===== config.mk =====
export PLATFORM = sky130hd
export DESIGN_NAME = path_replayer
export DESIGN_NICKNAME = d
export VERILOG_FILES = /design/src/rtl/path_replayer.sv
export SDC_FILE = /design/constraint.sdc
export NUM_CORES = 1
export LEC_CHECK = 0
export CORE_UTILIZATION = 52
export CTS_BUF_LIST = sky130_fd_sc_hd__clkbuf_16
export CTS_CLUSTER_SIZE = 10
export DETAILED_ROUTE_END_ITERATION = 8
export GPL_TIMING_DRIVEN = 0
export PLACE_DENSITY_LB_ADDON = 0.05
export SYNTH_ARGS = -nofsm -noshare
export SYNTH_HDL_FRONTEND = slang
export SYNTH_SLANG_ARGS = --single-unit

===== constraint.sdc =====
create_clock -name clk -period 2.07 [get_ports clk]
set_input_delay 0.414 -clock clk [delete_from_list [all_inputs] [get_ports clk]]
set_output_delay 0.414 -clock clk [all_outputs]
set_load 0.005 [all_outputs]

===== src/rtl/path_replayer.sv =====
// Replays a stored path oldest-first: switches the store to queue order, pops
// entries one at a time and emits each location with its move direction.
module path_replayer #(
  parameter bit DISCARD_FIRST = 1'b1
) (
  input  logic       clk,
  input  logic       rst,
  input  logic       start,
  input  logic       empStck,
  input  logic [7:0] locIn,
  output logic       done,
  output logic       pop,
  output logic [7:0] locOut,
  output logic [1:0] dir,
  output logic       first,
  output logic       valid,
  input  logic       ready,
  output logic       err,
  output logic [7:0] count,
  output logic       finished
);

  localparam logic [2:0] IDLE   = 3'd0;
  localparam logic [2:0] ARM    = 3'd1;
  localparam logic [2:0] SETTLE = 3'd2;
  localparam logic [2:0] CHECK  = 3'd3;
  localparam logic [2:0] GRAB   = 3'd4;
  localparam logic [2:0] OUT    = 3'd5;
  localparam logic [2:0] FIN    = 3'd6;

  logic [2:0] state;
  logic [7:0] prevLoc;
  logic       firstArm;
  logic       discardPend;
  logic       errReg;
  logic [1:0] dirNext;
  logic       errNext;
  logic [4:0] xN, yN, xP, yP;

  // 5-bit compares so 0<->15 never looks adjacent.
  always_comb begin
    xN      = {1'b0, locIn[7:4]};
    yN      = {1'b0, locIn[3:0]};
    xP      = {1'b0, prevLoc[7:4]};
    yP      = {1'b0, prevLoc[3:0]};
    dirNext = 2'b00;
    errNext = 1'b1;
    if (xN == xP && yN + 5'd1 == yP) begin
      dirNext = 2'b00; errNext = 1'b0;
    end else if (yN == yP && xN == xP + 5'd1) begin
      dirNext = 2'b01; errNext = 1'b0;
    end else if (xN == xP && yN == yP + 5'd1) begin
      dirNext = 2'b10; errNext = 1'b0;
    end else if (yN == yP && xN + 5'd1 == xP) begin
      dirNext = 2'b11; errNext = 1'b0;
    end
  end

  always_ff @(posedge clk or posedge rst) begin
    if (rst) begin
      state       <= IDLE;
      prevLoc     <= 8'h00;
      locOut      <= 8'h00;
      dir         <= 2'b00;
      errReg      <= 1'b0;
      count       <= 8'h00;
      firstArm    <= 1'b0;
      discardPend <= 1'b0;
    end else begin
      case (state)
        IDLE, FIN: if (start) begin
          state       <= ARM;
          count       <= 8'h00;
          firstArm    <= 1'b1;
          discardPend <= DISCARD_FIRST;
        end
        ARM:    state <= SETTLE;
        SETTLE: state <= CHECK;
        CHECK:  state <= empStck ? FIN : GRAB;
        GRAB: begin
          if (discardPend) begin
            discardPend <= 1'b0;
            state       <= CHECK;
          end else begin
            locOut <= locIn;
            dir    <= firstArm ? 2'b00 : dirNext;
            errReg <= firstArm ? 1'b0 : errNext;
            state  <= OUT;
          end
        end
        OUT: if (ready) begin
          prevLoc  <= locOut;
          firstArm <= 1'b0;
          if (count != 8'hFF) count <= count + 8'd1;
          state    <= CHECK;
        end
        default: state <= IDLE;
      endcase
    end
  end

  assign done     = (state == ARM);
  assign pop      = (state == CHECK) && !empStck;
  assign valid    = (state == OUT);
  assign first    = valid && firstArm;
  assign err      = valid && errReg;
  assign finished = (state == FIN);

endmodule


After elaboration in Yosys (flattened, before gate mapping)
Index checks and enable logic that the tools add are counted.
Cells by class
  $add $sub $neg: 5
  eq/ne operators: 16
  multiplexer cells: 23
  bitwise gates (word level): 1
  reductions and logical operators: 18
Operator list (number)
  $mux 8: 3
  $add 4x1->5 const B: 4
  $pmux 3 s6: 1
  $pmux 8 s2: 1
  $mux 2: 6
  $eq 4x5->1: 2
  $eq 5x4->1: 2
  $eq 3x3->1 const B: 3
  $mux 3: 3
  $add 8x1->8 const B: 1
  $eq 4x4->1: 2
  $ne 8x8->1 const B: 1
  $reduce_and 2->1: 4
  $logic_and 1x1->1: 7
  $mux 1: 7
  $eq 3x2->1 const B: 2
  $ne 2x1->1 const B: 2
  $pmux 1 s2: 2
  $reduce_and 4->1: 1
  $reduce_bool 2->1: 2
  $eq 3x1->1 const B: 1
  $logic_not 3->1: 1
  $reduce_and 3->1: 1
  $ne 2x2->1 const B: 1
  3 further kinds: 3
Word-level totals
  bits in registers: 32
  bits of input ports: 13
  output and inout bits: 24
  logic and storage cells: 71

Longest topological paths before layout
  depth after elaboration: 8
  gate-level depth with buffers: 6
  depth with buffers taken out: 6

Worst setup path before layout
Ideal clock, no wire load.
  kind: reg2reg
  start: reg state[1]
  end: reg dir[1]
  setup time: 92 ps
  arrival time: 1545 ps
  required time: 1978 ps
  setup slack: 433 ps
  cell stages (with the launch flop): 6
  buffers on the path: 1
  path through: dfrtp_1 -> buf_6 -> nand2b_4 -> or3_4 -> a311o_1 -> o31ai_2
On the way
  cells in the longest elaborated chain, start to end: 2
Ends and longest elaborated chain
  from (decl): line 31  | logic [2:0] state;
  from (signal assigned): line 79  | CHECK: state <= empStck ? FIN : GRAB;
  $eq 3x3->1: line 70  | case (state)
  $reduce_and 2->1 (no line)
  to (signal assigned): line 86  | dir <= firstArm ? 2'b00 : dirNext;
  to (decl): line 14  | output logic [1:0] dir,
Every way passes these cells.
A chain may end at the register's enable or synchronous reset.

Worst setup path after layout
  start: reg state[2]
  end: out finished
On the way
  cells in the longest elaborated chain, start to end: 1
Ends and longest elaborated chain
  $eq 3x3->1: line 107  | assign finished = (state == FIN);
  to (decl): line 20  | output logic finished
Every way passes these cells.

==> results.txt <==
Status = completed
VDD IR max = 0.8654 mV
Buffers on Ports = 34
Largest net degree at the start of global routing = 33
Vias per cell = 5.408
Max_slew headroom = 25.91%
Post-synth design cell area = 1923 um^2
Cells after Synth = 218
Minimum clock period = 1979 ps
Fill cells = 274
Crit path arrival time = 1560 ps
Pleak = 0.001191 uW
Number of synthesized flops with an enable pin = 0
WHS = 458.8 ps
Most frequent cell after synthesis = nand2_1
Via count = 1671
Synth top area share = 41.64%
Crit share post-route = 95.60%
FMAX = 505.3 MHz
Primary FF master, synth = dfrtp_1
Die Height = 62.82 um
Nets@finish = 280
Synth warn = 0
Final wirelength = 4.408 mm
CTS max path bufs = 2
Critical path data required time = 1660 ps
Die X-Extent = 62.82 um
Sequential area share after synthesis = 41.64%
GRT overflow = 0
Final Max Slew Viols = 0
Power per cell area = 1261 nW/um^2
Clk_skew = 6.679 ps
Synth area leaders = dfrtp_1 (42%), nand2_1 (12%), xor2_1 (5.9%), xnor2_1 (5.0%), nor2_1 (3.5%)
Initial Utilization = 55.87%
Reg area = 802.0 um^2
Layout cells sized above 1 = 10.65%
Worst-skew pair later-pin latency = 280 ps
Worst-path clk slew = 60 ps
DIE AREA = 3946 um^2
Hold Fails Final Rpt = 0
Avg WL per Cell = 14.27 um
Top-Level Pins = 37
Vias in the first global route = 1569
Max_cap viols = 0
Setup crit start kind = flip-flop
Setup TNS Final = 0 ps
Syn nets = 236
Total power = 3223 uW
Hold crit path type = input port to flip-flop
Post-DP HPWL = 2.882 mm
CP Max Fanout = 4
DRT iter0 DRCs = 142
Final antenna-violating net count = 0
Post-route cell area = 2555 um^2
First-pass GRT wire length = 7.217 mm
Placed cell areas = 2321 um^2
# setup viols final = 0
Antenna violations before repair = 0
Core Box Area = 3442 um^2
Utilization after layout = 74.23%
Clock root buffer = clkbuf_16
Routability congestion estimate from global placement = 0.8617
Cts bufs inserted = 5
Post-synth top cells = nand2_1 (62), dfrtp_1 (32), nor2_1 (18), xor2_1 (13)
H-Tree Depth = 2
Worst-margin pin slew = 1103 ps
Post-synthesis register bit count = 32
Post-synth ARST share = 100.0%
Yosys cell types = 38
Layout overhead on the synthesized area = 32.86%
Syn Area/Cell = 8.822 um^2
RSZ-0062 raised after global routing = no
Clk sinks = 32
Drc violations = 0
# diodes = 0
FP Rows = 21
Total Routing Usage GR = 23.74%
CTS tree = yes
Area leader, netlist = dfrtp_1
Kind of critical path = flip-flop to output port
Area occupied by multi-input gates = 1084 um^2
Drt first pass iters = 4
Crit end category = output port
-- worst max-delay path, cell delays in order, from the launching register on --
cell and delay (ps):
dfrtp_1 410, buf_6 140, buf_4 120, nand2_1 50, nor2_1 80, clkdlybuf4s50_1 500
-- registers in the layout (all words and copies together) (netlist names) --
signal and count:
firstArm 1, state 3, prevLoc 8, errReg 1, dir 2, locOut 8
discardPend 1, count 8
-- layout make-up --
type / instances / area share (%)
Buffer: 8 / 2.008
Inverter: 2 / 0.2938
Clock buffer: 5 / 4.897
Clock inverter: 3 / 1.665
Sequential cell: 32 / 31.39
Timing Repair Buffer: 37 / 15.08
Tap cell: 46 / 2.253
Multi-Input combinational cell: 176 / 42.41
-- power breakdown --
group / switching (uW) / internal (uW) / leakage (uW)
clock network: 275 / 565 / 0.0000798
registers: 253 / 860 / 0.000403
logic: 590 / 681 / 0.000708
total: 1120 / 2100 / 0.00119
-- worst paths after layout --
path,endpoint,slack (ps),startpoint,cells after the start
max,finished,90,state[2],5
min,locOut[6],460,locIn[6],3
max reg2reg,count[4],220,state[2],7
min reg2reg,dir[1],490,dir[1],2
max in group asynchronous,state[0],1110,rst,3
min in group asynchronous,locOut[5],480,rst,2
-- what timing repair did --
item,4_1_cts,5_1_grt
setup buffers,2,0
hold buffers,0,0
gates resized for setup,6,5
setup endpoints to repair,4,3
pin swaps,0,0
-- metrics by stage --
step / setup slack, ps / cells
after detailed placement: -195.1 / 298
after floorplan: 432.9 / 218
after CTS: 18.03 / 308
final: 91.16 / 309
after global placement: -166.9 / 298
after global routing: 15.00 / 309
-- layout by cell type (no fill, tap or decap), types with 2 or more instances in the layout --
cell type / instances
a211o_1: 2
a21oi_1: 5
a32oi_1: 2
and2_1: 3
and3_1: 4
and3b_1: 2
buf_2: 2
buf_4: 3
buf_6: 2
clkbuf_1: 3
clkbuf_16: 5
clkdlybuf4s50_1: 30
dfrtp_1: 31
dlygate4sd2_1: 2
dlymetal6s2s_1: 2
ha_1: 5
inv_1: 2
mux2_2: 2
mux2i_1: 2
nand2_1: 62
nand2b_1: 3
nand3_1: 5
nand4_1: 3
nor2_1: 18
nor2b_1: 5
nor3_1: 2
nor3b_1: 2
o21ai_0: 11
o31ai_2: 2
xnor2_1: 11
xor2_1: 12
xor2_2: 2
-- kinds of logic after synthesis --
group                    after synthesis  synth area share (%)
multiplexers                           4                 2.212
AND/OR/NAND/NOR                      117                 29.67
AO/OA/AOI/OAI                         25                 8.783
flip-flops                            32                 41.64
buffers and inverters                 10                 2.668
XOR/XNOR                              25                 11.78
adder cells (fa/ha/maj)                5                 3.253
-- routing by layer --
metal | GRT usage (%) | part of all wire, % | up-vias
li1 | - | - | 818
met1 | 30.13 | 45 | 806
met2 | 39.67 | 49 | 41
met3 | 5.109 | 4.7 | 6
met4 | 8.430 | 1.2 | 0
met5 | 0 | 0 | -
Note: power is estimated with default switching activity, not from simulation.
